===== src/rtl/rsv_pkg.sv =====
// Shared definitions for the RV32I/RV32E decode stage: opcode map,
// decoded-entry layout and skid-buffer occupancy states.
package rsv_pkg;

    localparam logic [6:0] OPC_LOAD     = 7'b0000011;
    localparam logic [6:0] OPC_MISC_MEM = 7'b0001111;
    localparam logic [6:0] OPC_OP_IMM   = 7'b0010011;
    localparam logic [6:0] OPC_AUIPC    = 7'b0010111;
    localparam logic [6:0] OPC_STORE    = 7'b0100011;
    localparam logic [6:0] OPC_OP       = 7'b0110011;
    localparam logic [6:0] OPC_LUI      = 7'b0110111;
    localparam logic [6:0] OPC_BRANCH   = 7'b1100011;
    localparam logic [6:0] OPC_JALR     = 7'b1100111;
    localparam logic [6:0] OPC_JAL      = 7'b1101111;
    localparam logic [6:0] OPC_SYSTEM   = 7'b1110011;

    // RV32E only implements x0..x15
    localparam logic [4:0] RV32E_REG_LIMIT = 5'd16;

    typedef enum logic [1:0] {
        BUF_EMPTY,
        BUF_ONE,
        BUF_TWO
    } buf_state_t;

    typedef struct packed {
        logic [6:0]         opcode;
        logic [2:0]         funct3;
        logic [6:0]         funct7;
        logic [4:0]         rs1;
        logic [4:0]         rs2;
        logic [4:0]         rd;
        logic               r_type;
        logic               i_type;
        logic               s_type;
        logic               b_type;
        logic               u_type;
        logic               j_type;
        logic signed [31:0] imm;
        logic               rs1_used;
        logic               rs2_used;
        logic               rd_we;
        logic               illegal;
    } decode_t;

endpackage


===== src/rtl/rsv_decode_comb.sv =====
// Combinational RV32I/RV32E instruction decoder: fields, format class,
// immediate, register-use flags and illegal-encoding detection.
module rsv_decode_comb
    import rsv_pkg::*;
#(
    parameter bit RV32E = 1'b0
) (
    input  logic [31:0] inst_i,
    output decode_t     dec_o
);

    logic [6:0]         opc;
    logic [2:0]         f3;
    logic [6:0]         f7;
    logic [4:0]         rs1;
    logic [4:0]         rs2;
    logic [4:0]         rd;
    logic               cls_r, cls_i, cls_s, cls_b, cls_u, cls_j;
    logic               enc_bad;
    logic               reg_bad;
    logic               illegal;
    logic               use1, use2, writes;
    logic signed [31:0] imm;

    assign opc = inst_i[6:0];
    assign rd  = inst_i[11:7];
    assign f3  = inst_i[14:12];
    assign rs1 = inst_i[19:15];
    assign rs2 = inst_i[24:20];
    assign f7  = inst_i[31:25];

    // Opcodes with bits[1:0] != 2'b11 never match a case item and fall to default
    always_comb begin
        cls_r   = 1'b0;
        cls_i   = 1'b0;
        cls_s   = 1'b0;
        cls_b   = 1'b0;
        cls_u   = 1'b0;
        cls_j   = 1'b0;
        enc_bad = 1'b0;
        case (opc)
            OPC_OP: begin
                cls_r   = 1'b1;
                enc_bad = !((f7 == 7'b0000000) ||
                            ((f7 == 7'b0100000) && ((f3 == 3'b000) || (f3 == 3'b101))));
            end
            OPC_OP_IMM, OPC_LOAD, OPC_MISC_MEM, OPC_SYSTEM: cls_i = 1'b1;
            OPC_JALR: begin
                cls_i   = 1'b1;
                enc_bad = (f3 != 3'b000);
            end
            OPC_STORE: cls_s = 1'b1;
            OPC_BRANCH: begin
                cls_b   = 1'b1;
                enc_bad = (f3 == 3'b010) || (f3 == 3'b011);
            end
            OPC_LUI, OPC_AUIPC: cls_u = 1'b1;
            OPC_JAL:            cls_j = 1'b1;
            default:            enc_bad = 1'b1;
        endcase
    end

    assign use1    = cls_r | cls_i | cls_s | cls_b;
    assign use2    = cls_r | cls_s | cls_b;
    assign writes  = cls_r | cls_i | cls_u | cls_j;
    assign reg_bad = RV32E && ((use1   && (rs1 >= RV32E_REG_LIMIT)) ||
                               (use2   && (rs2 >= RV32E_REG_LIMIT)) ||
                               (writes && (rd  >= RV32E_REG_LIMIT)));
    assign illegal = enc_bad | reg_bad;

    always_comb begin
        imm = '0;
        if (cls_i) imm = {{20{inst_i[31]}}, inst_i[31:20]};
        if (cls_s) imm = {{20{inst_i[31]}}, inst_i[31:25], inst_i[11:7]};
        if (cls_b) imm = {{19{inst_i[31]}}, inst_i[31], inst_i[7], inst_i[30:25], inst_i[11:8], 1'b0};
        if (cls_u) imm = {inst_i[31:12], 12'b0};
        if (cls_j) imm = {{11{inst_i[31]}}, inst_i[31], inst_i[19:12], inst_i[20], inst_i[30:21], 1'b0};
    end

    // Raw fields always pass through; everything derived is squashed when illegal
    always_comb begin
        dec_o          = '0;
        dec_o.opcode   = opc;
        dec_o.funct3   = f3;
        dec_o.funct7   = f7;
        dec_o.rs1      = rs1;
        dec_o.rs2      = rs2;
        dec_o.rd       = rd;
        dec_o.illegal  = illegal;
        if (!illegal) begin
            dec_o.r_type   = cls_r;
            dec_o.i_type   = cls_i;
            dec_o.s_type   = cls_s;
            dec_o.b_type   = cls_b;
            dec_o.u_type   = cls_u;
            dec_o.j_type   = cls_j;
            dec_o.imm      = imm;
            dec_o.rs1_used = use1;
            dec_o.rs2_used = use2;
            dec_o.rd_we    = writes && (rd != 5'd0);
        end
    end

endmodule


===== src/rtl/rsv_decode_stage.sv =====
// Registered, flow-controlled decode stage: decodes at the input and holds
// results in a one- or two-entry buffer with valid/ready handshakes.
module rsv_decode_stage
    import rsv_pkg::*;
#(
    parameter int PC_W  = 32,
    parameter bit RV32E = 1'b0,
    parameter bit SKID  = 1'b1
) (
    input  logic               clk_i,
    input  logic               rst_i,
    input  logic               flush_i,
    input  logic               in_valid_i,
    output logic               in_ready_o,
    input  logic [31:0]        in_inst_i,
    input  logic [PC_W-1:0]    in_pc_i,
    output logic               out_valid_o,
    input  logic               out_ready_i,
    output logic [PC_W-1:0]    out_pc_o,
    output logic [6:0]         opcode_o,
    output logic [2:0]         funct3_o,
    output logic [6:0]         funct7_o,
    output logic [4:0]         rs1_o,
    output logic [4:0]         rs2_o,
    output logic [4:0]         rd_o,
    output logic               r_type_o,
    output logic               i_type_o,
    output logic               s_type_o,
    output logic               b_type_o,
    output logic               u_type_o,
    output logic               j_type_o,
    output logic [31:0]        imm_o,
    output logic               rs1_used_o,
    output logic               rs2_used_o,
    output logic               rd_we_o,
    output logic               illegal_o
);

    decode_t         dec_p0;
    decode_t         hd_p1, sk_p1, dec_out;
    logic [PC_W-1:0] hd_pc_p1, sk_pc_p1;
    buf_state_t      state_p1, state_nxt;
    logic            rdy_p1;
    logic            vld_p1;
    logic            acc, cons;
    logic            load_hd, load_sk, shift_sk;

    // Stage p0: decode the incoming word
    rsv_decode_comb #(.RV32E(RV32E)) u_dec (
        .inst_i (in_inst_i),
        .dec_o  (dec_p0)
    );

    assign vld_p1     = (state_p1 != BUF_EMPTY);
    // Reset gates ready directly so it reads 0 while rst_i is high and 1 right after
    assign in_ready_o = !rst_i && (SKID ? rdy_p1 : (!vld_p1 || out_ready_i));
    assign acc        = in_valid_i && in_ready_o && !flush_i;
    assign cons       = vld_p1 && out_ready_i && !flush_i;

    always_comb begin
        state_nxt = state_p1;
        if (flush_i) begin
            state_nxt = BUF_EMPTY;
        end else begin
            case (state_p1)
                BUF_EMPTY: if (acc) state_nxt = BUF_ONE;
                BUF_ONE: begin
                    if (acc && !cons)      state_nxt = BUF_TWO;
                    else if (!acc && cons) state_nxt = BUF_EMPTY;
                end
                BUF_TWO:   if (cons) state_nxt = BUF_ONE;
                default:   state_nxt = BUF_EMPTY;
            endcase
        end
    end

    always_ff @(posedge clk_i) begin
        if (rst_i) begin
            state_p1 <= BUF_EMPTY;
            rdy_p1   <= 1'b1;
        end else begin
            state_p1 <= state_nxt;
            rdy_p1   <= !flush_i && (state_nxt != BUF_TWO);
        end
    end

    assign load_hd  = acc && ((state_p1 == BUF_EMPTY) || ((state_p1 == BUF_ONE) && cons));
    assign load_sk  = acc && (state_p1 == BUF_ONE) && !cons;
    assign shift_sk = cons && (state_p1 == BUF_TWO);

    // Stage p1: head entry drives the outputs, skid entry queues behind it
    always_ff @(posedge clk_i) begin
        if (load_hd) begin
            hd_p1    <= dec_p0;
            hd_pc_p1 <= in_pc_i;
        end else if (shift_sk) begin
            hd_p1    <= sk_p1;
            hd_pc_p1 <= sk_pc_p1;
        end
        if (load_sk) begin
            sk_p1    <= dec_p0;
            sk_pc_p1 <= in_pc_i;
        end
    end

    assign dec_out     = vld_p1 ? hd_p1 : '0;
    assign out_valid_o = vld_p1;
    assign out_pc_o    = vld_p1 ? hd_pc_p1 : '0;
    assign opcode_o    = dec_out.opcode;
    assign funct3_o    = dec_out.funct3;
    assign funct7_o    = dec_out.funct7;
    assign rs1_o       = dec_out.rs1;
    assign rs2_o       = dec_out.rs2;
    assign rd_o        = dec_out.rd;
    assign r_type_o    = dec_out.r_type;
    assign i_type_o    = dec_out.i_type;
    assign s_type_o    = dec_out.s_type;
    assign b_type_o    = dec_out.b_type;
    assign u_type_o    = dec_out.u_type;
    assign j_type_o    = dec_out.j_type;
    assign imm_o       = dec_out.imm;
    assign rs1_used_o  = dec_out.rs1_used;
    assign rs2_used_o  = dec_out.rs2_used;
    assign rd_we_o     = dec_out.rd_we;
    assign illegal_o   = dec_out.illegal;

endmodule


===== config.mk =====
export PLATFORM = sky130hd
export DESIGN_NAME = rsv_decode_stage
export DESIGN_NICKNAME = d
export VERILOG_FILES = /design/src/rtl/rsv_pkg.sv /design/src/rtl/rsv_decode_comb.sv /design/src/rtl/rsv_decode_stage.sv
export SDC_FILE = /design/constraint.sdc
export NUM_CORES = 1
export LEC_CHECK = 0
export ABC_AREA = 0
export CORE_MARGIN = 4
export CORE_UTILIZATION = 35
export CTS_BUF_LIST = sky130_fd_sc_hd__clkbuf_8 sky130_fd_sc_hd__clkbuf_16
export DETAILED_ROUTE_END_ITERATION = 6
export DONT_BUFFER_PORTS = 1
export GPL_TIMING_DRIVEN = 0
export HOLD_SLACK_MARGIN = 0.15
export PLACE_DENSITY_LB_ADDON = 0.15
export SLEW_MARGIN = 10
export SYNTH_ARGS = -nofsm -noshare
export SYNTH_HDL_FRONTEND = slang
export SYNTH_SLANG_ARGS = --single-unit

===== constraint.sdc =====
create_clock -name clk_i -period 7.1 [get_ports clk_i]
set_input_delay 1.42 -clock clk_i [delete_from_list [all_inputs] [get_ports clk_i]]
set_output_delay 1.42 -clock clk_i [all_outputs]
set_load 0.01 [all_outputs]

# After elaboration in Yosys (flattened, before gate mapping)
# Cells that the tools add are included.
dict set report op_classes {
  add_sub_neg 0
  mul 0
  div_mod_pow 0
  n_lt_le_gt_ge 0
  eq_ne 18
  n_shift 0
  mux 25
  bitwise_logic 7
  reduce_logical 34
}
# op n
set op_table {}
lappend op_table {{32-bit 2-to-1 mux} 8}
lappend op_table {{74-bit 2-to-1 mux} 3}
lappend op_table {{41-bit 2-to-1 mux} 1}
lappend op_table {{7-bit by 6-bit == test with 1-bit output (second input constant)} 4}
lappend op_table {{7-bit == test (second input constant)} 4}
lappend op_table {{1-bit logical AND} 15}
lappend op_table {{7-bit by 5-bit == test with 1-bit output (second input constant)} 2}
lappend op_table {{2-bit 2-to-1 mux} 5}
lappend op_table {{8-bit OR reduction} 1}
lappend op_table {{7-bit by 2-bit == test with 1-bit output (second input constant)} 1}
lappend op_table {{7-bit by 4-bit == test with 1-bit output (second input constant)} 1}
lappend op_table {{7-bit logical NOT} 1}
lappend op_table {{1-bit OR} 7}
lappend op_table {{3-bit by 2-bit == test with 1-bit output (second input constant)} 2}
lappend op_table {{1-bit 2-to-1 mux} 6}
lappend op_table {{2-bit case mux with 3 select lines} 1}
lappend op_table {{1-bit logical NOT} 5}
lappend op_table {{5-bit nonzero test} 1}
lappend op_table {{5-bit OR reduction} 1}
lappend op_table {{1-bit logical OR} 4}
lappend op_table {{1-bit case mux with 4 select lines} 1}
lappend op_table {{2-bit nonzero test} 2}
lappend op_table {{3-bit == test (second input constant)} 1}
lappend op_table {{3-bit logical NOT} 1}
lappend op_table {{other kinds (6)} 6}
dict set report totals {
  reg_bits 215
  latchBits 0
  ramBits 0
  mem_bits_ro 0
  in_bits 69
  output_inout_bits 108
  wordCells 122
  mem_count 0
}

# Longest topological paths before layout
# Gate-level depths: netlist of run 1.
dict set report logic_depth {
  ltp_word 12
  depth_mapped 9
  mapped_depth_nobuf 6
}

# Cells and area by module
# Synthesis of run 1 repeated with hierarchy kept, for this count alone.
dict set report unflattened {
  cells_unflattened 644
  hier_area_um2 9624.2
}
# module instances cells_per_inst area_per_inst_um2 seq_area_each_um2
set modules_own_cells {}
lappend modules_own_cells {rsv_decode_stage 1 475 8570.7 6426.2}
lappend modules_own_cells {rsv_decode_comb 1 169 1053.5 0.0}

# Worst setup path after synthesis of run 1
# No wires, ideal clock.
dict set report synth_path {
  path_kind {input port to flip-flop}
  startpoint {in in_valid_i}
  endpoint {reg sk_p1[0] in the netlist's numbering, enable pin}
  t_arrival_ns 6.187
  path_slack_ns 0.341
  stages 4
  path_buffers 0
  path_cell_list {nand2_1 > nor2_1 > nand2_1 > nor2_1}
}
dict set report synth_between {
  elab_chain_len 4
}
# item line_no
set synth_lines {}
lappend synth_lines {{start, declared} rsv_decode_stage.sv:13} ;# input logic in_valid_i,
lappend synth_lines {{1-bit logical AND (2 in a row)} rsv_decode_stage.sv:57} ;# assign acc = in_valid_i && in_ready_o && !flush_i;
lappend synth_lines {{1-bit logical AND (2 in a row)} rsv_decode_stage.sv:88} ;# assign load_sk = acc && (state_p1 == BUF_ONE) && !cons;
lappend synth_lines {{net load_sk} rsv_decode_stage.sv:46} ;# logic load_hd, load_sk, shift_sk;
lappend synth_lines {{end signal, assigned} rsv_decode_stage.sv:101} ;# sk_p1 <= dec_p0;
lappend synth_lines {{end, declared} rsv_decode_stage.sv:40} ;# decode_t hd_p1, sk_p1, dec_out;
# The timed path passes the listed nets, and every way through them passes these cells.
# A chain may end at the register's enable or synchronous reset.

# Final worst setup path of run 1
dict set report layout_path {
  startpoint {reg state_p1[1]}
  endpoint {out opcode_o[2]}
}
dict set report layout_between {
  elab_chain_len 2
}
# item line_no
set layout_lines {}
lappend layout_lines {{start, declared} rsv_decode_stage.sv:42} ;# buf_state_t state_p1, state_nxt;
lappend layout_lines {{start signal, assigned} rsv_decode_stage.sv:82} ;# state_p1 <= state_nxt;
lappend layout_lines {{2-bit nonzero test} rsv_decode_stage.sv:54} ;# assign vld_p1 = (state_p1 != BUF_EMPTY);
lappend layout_lines {{74-bit 2-to-1 mux} rsv_decode_stage.sv:106} ;# assign dec_out = vld_p1 ? hd_p1 : '0;
lappend layout_lines {{end, declared} rsv_decode_stage.sv:20} ;# output logic [6:0] opcode_o,
# Every way passes these cells.

==> metrics.cfg, run 1 <==
[setup_path]
rr_startpoint = rdy_p1
crit_path_end_kind = output port
worstPathArrival_ps = 2600
cp_num_buf_inv = 3
cp_data_required_time_ps = 5680
path_class = flop to output port
cpMostUsedCell = clkbuf_1
cp_slowest_cell = clkbuf_1
r2r_slack_ps = 4240
path_max_fanout = 10
path_cells = or2_2 -> clkbuf_1 -> clkbuf_1 -> clkbuf_1 -> and2_1
reg2reg_to = hd_p1[70]
critPathMaxStageDelay_ps = 540
r2r_cells = 8
start_kind = flop
cp_top_family = buffers and inverters

[timing]
fin_skew_ps = 9.37
hold_viol = 0
min_period_ps = 4020
tightest_slew_ps = 1080
finalSetupViolCount = 0
setup_tns_ps = 0
rsz0062_at_grt = no
slew_headroom_pct = 27.8
fin_crit_sh_pct = 56.6
drv_slew = 0
fmax_mhz = 249

[synth]
synthesis.nets = 873
synth_commonest_cells = nand2_1 (239), edfxtp_1 (212), and2_1 (108), nor2_1 (51), clkbuf_1 (36)
yosysTopAreaCellShare_pct = 67.1
synth.area.top_cells = edfxtp_1 (67%), nand2_1 (9.5%), and2_1 (7.1%), nor2_1 (2.0%), clkbuf_1 (1.4%)
yosysSeqAreaShare_pct = 67.8
avgSynthCellArea_um2 = 11.8
syn_area_um2 = 9480
synthCells = 804
synth-edff-count = 212
ys_types = 56
yosysMostFrequentCell = nand2_1
yosys_register_bits = 215
yosys.area.top_type = edfxtp_1
async_flop_share_pct = 0
ys.flop_type = edfxtp_1
yosysWarnings = 0

[worst_hold_path]
hold_path_class = flop to flop
min_to = hd_pc_p1[27]
min_delay_path_depth = 2
worstHoldStart = sk_pc_p1[27]

[clock_tree]
cts.clk_slew.worst_paths_ps = 60
hold_buffers = 0
clk-insertion-delay-late_ps = 520
cts_root_buf = clkbuf_16
numCtsBuffers = 25
clock_tree.buffer_depth = 3
ctsHtreeMaxLevel = 1
tritoncts = done
cts_resized = 0
clock_sinks = 215
post-cts-setup-buffers = 0

[routing]
drc = 0
drt_iter0_drc = 387
wire_per_inst_um = 20.5
drtAntennaViolNets = 0
vias_per_cell = 4.88
finalWirelength_um = 24400
drt_pass1_iterations = 5
via_count = 5818

[power_and_ir_drop]
seqPwrFrac_pct = 51.2
power.switching_w = 0.000600
vdd_drop_max_mv = 0.164
finalPower_w = 0.00277
swShare_pct = 21.7
clockPowerShare_pct = 43.7
comb_power_share_pct = 5.0
internal_power_w = 0.00217
p_per_area_nw_per_um2 = 254
power_leakage_nw = 4.03

[global_route]
grt_pass1_vias = 5852
grt_pass1_wl_um = 36900
grt_overflow = 0
grt_max_degree = 27
antenna_found_initial = 0
grt_usage_pct = 15.9

[floorplanning]
core_um2 = 26400
fp.dieW_um = 173
dieArea_um2 = 29800
initial_core_util_pct = 36.0
placementRows = 59
ioPinCount = 177
dieHeight_um = 173

[place]
io_buffers = 0
gp_congestion = 0.863
place_area_um2 = 10100
dp.cells = 1147
hpwlAfterDp_um = 17400

[run_status]
status = complete, no violations

[cells_and_area]
drive_above_1_share_pct = 9.91
design_area_um2 = 10900
diodes = 0
nets = 908
area_growth_pct = 14.6
stdcell_count = 1193

[run]
drv_cap = 0

[registers in the layout, summed over array words and instances, names as in the netlist]
| register | flops |
|---|---|
| hd_p1 | 74 |
| sk_p1 | 74 |
| sk_pc_p1 | 32 |
| state_p1 | 2 |
| hd_pc_p1 | 32 |
| rdy_p1 | 1 |
[cell type report]
class                           count  area [µm²]
Fill cell                        2497       15500
Sequential cell                   215        6430
Multi-Input combinational cell    532        2830
Clock buffer                       25         626
Tap cell                          335         419
Buffer                             46         196
Timing Repair Buffer                8         183
Clock inverter                     21         143
Inverter                           11        41.3
[power groups by stage]
| stage | clock network, W | logic (W) | registers [W] |
|---|---|---|---|
| 3_5_place_dp | 0 | 0.000143 | 0.00144 |
| 4_1_cts | 0.00124 | 0.000143 | 0.00142 |
| 6_report | 0.00121 | 0.000139 | 0.00142 |
| 3_3_place_gp | 0 | 0.000136 | 0.00145 |
| 2_1_floorplan | 0 | 0.0000978 | 0.00145 |
| 5_1_grt | 0.00129 | 0.000156 | 0.00142 |
[cell usage in the layout (no fill, tap or decap), types with 4 or more instances in the layout]
cell type	n
a21oi_1	17
and2_1	108
and3_1	4
buf_12	5
buf_2	7
clkbuf_1	36
clkbuf_16	25
clkinv_1	5
edfxtp_1	212
inv_1	21
mux2_2	12
mux2i_1	5
nand2_1	239
nand2b_1	5
nor2_1	49
nor2b_1	5
o21ai_0	20
o31ai_1	7
o31ai_2	9
[cells by family after synthesis]
family	synth area share (%)
adders and majority gates	0.106
buffers and inverters	2.51
and+or+nand+nor	21.7
DFF	67.8
AOI/OAI and AO/OA	5.73
xor gates and xnor gates	0.0924
muxes	2.07
[worst max path at each step]
stage	slack (ps)	cells after the start	endpoint	startpoint
2_1_floorplan	340	4	sk_p1[0]	in_valid_i
3_3_place_gp	-2640	4	sk_pc_p1[0]	in_valid_i
3_5_place_dp	3090	8	hd_p1[72]	in_valid_i
4_1_cts	2910	5	funct3_o[1]	state_p1[1]
5_1_grt	2780	5	opcode_o[2]	state_p1[1]
6_report	3080	5	opcode_o[2]	state_p1[1]
[per-stage QoR]
stage          worst slack, ps  utilization, %  hold WS, ps
2_1_floorplan              341               -          484
3_3_place_gp             -2640            37.6          493
3_5_place_dp              3090            38.3          499
4_1_cts                   2910            41.2          501
5_1_grt                   2780            41.2          527
6_report                  3080            41.2          510
[per-layer routing]
layer  GRT usage, %  up-vias  routed length (µm)
li1               -     2846                   -
met1           20.6     2791               10500
met2           27.1      150               12000
met3           4.08       31                1600
met4           3.56        0                 357
met5              0        -                   0
[worst register-to-register path, delay by kind of cell, from the launching register on]
| kind | cells | cell delay, ps |
|---|---|---|
| simple gates | 6 | 1490 |
| buf+inv | 2 | 920 |
| flops | 1 | 320 |
No activity file was read; power rests on OpenSTA's default activity.
==> run 2, diff against run 1 <==
Clock period 7.1 ns to 4.1 ns, I/O delays scaled along.
==> metrics.cfg, run 2 (synthesized netlist as in run 1, its figures left out) <==
[run_status]
status = complete, no violations

[cells_and_area]
area_growth_pct = 15.1
final_common_cell = nand2_1
fillerInstances = 2468  ; -1.2%
diodes = 0  ; unchanged
top_regs = hd_p1 (74), sk_p1 (74)
drive_above_1_share_pct = 10.0  ; +0.14 points
nets = 908  ; unchanged
layout_common_cells = nand2_1 (239), edfxtp_1 (212), and2_1 (108)
design_area_um2 = 10900  ; +0.40%
stdcell_count = 1191  ; -0.17%

[setup_path]
critPathMaxStageDelay_ps = 610  ; +70 ps
path_cells = or2_2 -> clkbuf_1 -> clkbuf_1 -> clkbuf_1 -> and2_1
cpMostUsedCell = clkbuf_1
cp_slowest_cell = clkbuf_1
path_class = flop to output port
worstPathArrival_ps = 2670  ; +70 ps
path_max_fanout = 10  ; unchanged
crit_path_end_kind = output port
start_kind = flop
cp_data_required_time_ps = 3280  ; -2400 ps

[timing]
fin_skew_ps = 13.8  ; +4.47 ps
slew_headroom_pct = 23.4  ; -4.4 points
fin_crit_sh_pct = 85.2
hold_viol = 0  ; unchanged
rsz0062_at_grt = no
tightest_slew_ps = 1140  ; +65.8 ps
drv_slew = 0  ; unchanged
fmax_mhz = 286
finalSetupViolCount = 0  ; unchanged
min_period_ps = 3490

[global_route]
met3_usage_pct = 4.28  ; +0.20 points
grt_use_met1_pct = 20.7  ; +0.12 points
grt_usage_pct = 16.1  ; +0.19 points
grt_util_met2_pct = 26.9  ; -0.18 points
grt_pass1_wl_um = 37400  ; +1.5%
grt_overflow = 0  ; unchanged
gr-max-usage-layer = met2
grt_pass1_vias = 5948  ; +1.6%
antenna_found_initial = 0  ; unchanged
grt_max_degree = 28  ; +3.7%

[clock_tree]
post-cts-setup-buffers = 0  ; unchanged
cts.clk_slew.worst_paths_ps = 60  ; about the same
clock_sinks = 215  ; unchanged
clock_tree.buffer_depth = 3  ; unchanged
clk-insertion-delay-late_ps = 520  ; about the same
cts_root_buf = clkbuf_16
ctsHtreeMaxLevel = 1  ; unchanged
numCtsBuffers = 25  ; unchanged
cts_resized = 0  ; unchanged
hold_buffers = 0  ; unchanged
tritoncts = done

[place]
gp_congestion = 0.847  ; -1.9%
io_buffers = 0  ; unchanged
dp.cells = 1147  ; unchanged
hpwlAfterDp_um = 17400  ; +0.13%
place_area_um2 = 10100  ; unchanged

[routing]
via_count = 5822  ; +0.069%
drtAntennaViolNets = 0  ; unchanged
vias_per_cell = 4.89  ; +0.24%
drt_pass1_iterations = 5  ; unchanged
drc = 0  ; unchanged
wire_per_inst_um = 20.5  ; +0.13%
finalWirelength_um = 24400  ; about the same
drt_iter0_drc = 367  ; -5.2%

[worst_hold_path]
hold_path_class = input port to flop

[floorplanning]
core_um2 = 26400  ; unchanged
initial_core_util_pct = 36.0  ; unchanged
placementRows = 59  ; unchanged
dieArea_um2 = 29800  ; unchanged
ioPinCount = 177  ; unchanged
fp.dieW_um = 173  ; unchanged
dieHeight_um = 173  ; unchanged

[power_and_ir_drop]
power_leakage_nw = 4.05  ; +0.39%
vdd_drop_max_mv = 0.263  ; +61%
p_per_area_nw_per_um2 = 449  ; +77%

[run]
drv_cap = 0  ; unchanged

==> run 2: changes by cell type in the layout (fill, tap and decap cells not counted) <==
cell / delta
bufinv_16: +2
clkinv_1: -2
clkinv_2: -1
inv_1: -1
==> run 2: final cells by class <==
cell class	count	area, µm²	share of cell area (%)
multi-input cells	532	2830	26.0
repair buffers	8	183	1.67
flip-flops and latches	215	6430	58.9
clock buffers	25	626	5.73
plain buffers	46	196	1.80
inverters	11	41.3	0.378
well taps	335	419	3.84
clock inverters	19	186	1.71
==> run 2: path summary, 6_finish.rpt <==
path	startpoint	endpoint	slack [ps]	depth (start not counted)
hold reg to reg	sk_p1[36]	hd_p1[36]	510	2
hold / removal	flush_i	state_p1[1]	370	1
setup / recovery	state_p1[1]	opcode_o[2]	610	5
setup reg to reg	rdy_p1	hd_p1[72]	1140	8
==> run 2: stage by stage <==
| step | total power, W | setup TNS, ps | setup slack, ps | hold slack [ps] | utilization, % |
|---|---|---|---|---|---|
| 4_1_cts | 0.00498 | 0 | 437 | 337 | 41.4 |
| 3_5_place_dp | 0.00275 | 0 | 590 | 499 | 38.3 |
| 6_report | 0.00490 | 0 | 606 | 368 | 41.4 |
| 3_3_place_gp | 0.00274 | -19840 | -154 | 493 | 37.6 |
| 5_1_grt | 0.00507 | 0 | 324 | 345 | 41.4 |
| 2_1_floorplan | 0.00267 | 0 | 900 | 484 | - |
==> run 2: routing by layer <==
layer / wire (µm) / vias up
li1: - / 2842
met1: 10600 / 2761
met2: 11600 / 174
met3: 1540 / 45
met4: 711 / 0
met5: 0 / -
==> run 2: critical path: cells and delay by family (launching register included) <==
family                 cells  cell delay (ps)
and+or+nand+nor            2              410
DFF                        1              410
buffers and inverters      3             1330
==> run 2: power by group <==
part	total, W	switching [W]	internal [W]
clock	0.00221	0.000858	0.00135
combinational	0.000241	0.000165	0.0000764
sequential	0.00245	0.00000711	0.00245
total	0.00490	0.00103	0.00387
==> run 3, diff against run 2 <==
Settings changed: CORE_UTILIZATION 35 to 63, MAX_ROUTING_LAYER set to met4.
==> metrics.cfg, run 3 (synthesized netlist as in run 1, its figures left out) <==
[timing]
min_period_ps = 3490  ; -6.86 ps
rsz0062_at_grt = no
drv_slew = 0  ; unchanged
tightest_slew_ps = 854  ; -291 ps
fin_crit_sh_pct = 85.0  ; -0.17 points
layout_setup_ws_ps = 613  ; +6.86 ps
slew_headroom_pct = 42.9  ; +19 points
fin_skew_ps = 11.8  ; -2.08 ps
setup_tns_ps = 0  ; unchanged
fmax_mhz = 287  ; +0.20%
hold_viol = 0  ; unchanged
finalSetupViolCount = 0  ; unchanged

[global_route]
grt_max_degree = 33  ; +18%
grt_overflow = 0  ; unchanged
grt_pass1_wl_um = 33900  ; -9.3%
grt_usage_pct = 26.8  ; +11 points
grt_pass1_vias = 6249  ; +5.1%
antenna_found_initial = 0  ; unchanged

[clock_tree]
post-cts-setup-buffers = 0  ; unchanged
clock_tree.buffer_depth = 3  ; unchanged
cts.clk_slew.worst_paths_ps = 60  ; about the same
cts_resized = 0  ; unchanged
hold_buffers = 0  ; unchanged
cts_root_buf = clkbuf_16
tritoncts = done
numCtsBuffers = 23  ; -8.0%
ctsHtreeMaxLevel = 1  ; unchanged
clock_sinks = 215  ; unchanged
clk-insertion-delay-late_ps = 490  ; -30 ps

[floorplanning]
placementRows = 44  ; -25%
dieArea_um2 = 17100  ; -43%
fp.dieW_um = 131  ; -24%
dieHeight_um = 131  ; -24%
core_um2 = 14600  ; -44%
initial_core_util_pct = 64.8  ; +29 points
ioPinCount = 177  ; unchanged

[place]
io_buffers = 0  ; unchanged
hpwlAfterDp_um = 15800  ; -9.1%
gp_congestion = 0.926  ; +9.4%
pre_cts_slack_ps = 905  ; +315 ps

[setup_path]
cp_top_family = buffers and inverters
rr_startpoint = rdy_p1
path_max_fanout = 10  ; unchanged
cp_slowest_cell = clkbuf_1
cp_num_buf_inv = 3  ; unchanged
path_cells = or2_2 -> clkbuf_1 -> clkbuf_1 -> clkbuf_1 -> and2_1
start_kind = flop
reg2reg_to = hd_p1[55]
worstPathArrival_ps = 2670  ; about the same
r2r_slack_ps = 1370  ; +230 ps
r2r_cells = 8  ; unchanged
crit_path_end_kind = output port
cp_data_required_time_ps = 3280  ; about the same
path_class = flop to output port
cpMostUsedCell = clkbuf_1
cp-startpoint = state_p1[0]
path_depth = 5  ; unchanged
critPathMaxStageDelay_ps = 690  ; +80 ps

[worst_hold_path]
min_delay_path_depth = 1  ; unchanged
hold_path_class = input port to flop
worstHoldStart = out_ready_i
min_to = state_p1[1]

[routing]
top_layer = met4
wl_met3_um = 1910  ; +24%
drt_pass1_iterations = 5  ; unchanged
wire_per_inst_um = 21.8  ; +6.4%
drc = 0  ; unchanged
vias_per_cell = 5.99  ; +23%
finalWirelength_um = 22500  ; -7.9%
wl_met1_um = 8620  ; -19%
wl_met2_um = 11100  ; -4.0%
drtAntennaViolNets = 0  ; unchanged
via_count = 6174  ; +6.0%
drt_iter0_drc = 460  ; +25%

[power_and_ir_drop]
power.switching_w = 0.000962  ; -6.6%
internal_power_w = 0.00363  ; -6.2%
comb_power_share_pct = 5.2  ; +0.3 points
p_per_area_nw_per_um2 = 435  ; -3.3%
swShare_pct = 20.9  ; -0.085 points
clockPowerShare_pct = 41.4  ; -3.6 points
power_leakage_nw = 3.97  ; -1.9%
seqPwrFrac_pct = 53.4  ; +3.4 points
vdd_drop_max_mv = 0.312  ; +19%

[cells_and_area]
fillerInstances = 999  ; -60%
final_common_cell = nand2_1
nets = 905  ; -0.33%
layout_common_cells = nand2_1 (239), edfxtp_1 (212), and2_1 (108)
top_regs = hd_p1 (74), sk_p1 (74)
drive_above_1_share_pct = 10.2  ; +0.11 points
diodes = 0  ; unchanged
area_growth_pct = 11.5

[run_status]
status = complete, no violations

[run]
drv_cap = 0  ; unchanged

==> run 3: metal layers <==
layer	vias to the layer above	track usage [%]
met4	0	9.68
met1	3012	33.8
met5	-	-
li1	2830	-
met2	276	43.7
met3	56	5.08
==> run 3: power groups by stage <==
| stage | combinational [W] | sequential (W) | clock (W) |
|---|---|---|---|
| 6_report | 0.000240 | 0.00246 | 0.00190 |
| 4_1_cts | 0.000241 | 0.00246 | 0.00192 |
| 5_1_grt | 0.000265 | 0.00246 | 0.00201 |
| 3_3_place_gp | 0.000224 | 0.00250 | 0 |
| 3_5_place_dp | 0.000239 | 0.00250 | 0 |
| 2_1_floorplan | 0.000170 | 0.00250 | 0 |
==> run 3: stage by stage <==
stage | instance area [µm²] | power (W) | hold slack, ps | instances | utilization, %
floorplan | 9500 | 0.00267 | 484 | 804 | -
global route | 10600 | 0.00473 | 397 | 1031 | 72.2
CTS | 10600 | 0.00462 | 390 | 1031 | 72.2
detailed placement | 9890 | 0.00274 | 499 | 995 | 67.5
finish | 10600 | 0.00460 | 402 | 1031 | 72.2
global placement | 9730 | 0.00273 | 494 | 988 | 66.4
==> run 3: worst max-delay path by stage <==
| stage | endpoint |
|---|---|
| 2_1_floorplan | sk_p1[0] |
| 3_3_place_gp | sk_pc_p1[0] |
| 3_5_place_dp | hd_p1[56] |
| 4_1_cts | opcode_o[1] |
| 5_1_grt | opcode_o[1] |
| 6_report | opcode_o[1] |
==> run 3: area by class of cell <==
class | count | area (µm²) | share of cell area (%)
Multi-Input combinational cell | 532 | 2830 | 26.8
Clock inverter | 11 | 80.1 | 0.757
Buffer | 46 | 196 | 1.86
Tap cell | 184 | 230 | 2.18
Clock buffer | 25 | 603 | 5.70
Timing Repair Buffer | 7 | 163 | 1.54
Sequential cell | 215 | 6430 | 60.8
Inverter | 11 | 41.3 | 0.390
==> run 3: worst reg2reg max path: cells and delay by family (launching register included) <==
family / cells / cell delay [ps]
flip-flops: 1 / 320
AND/OR/NAND/NOR: 6 / 1410
buffers and inverters: 2 / 850
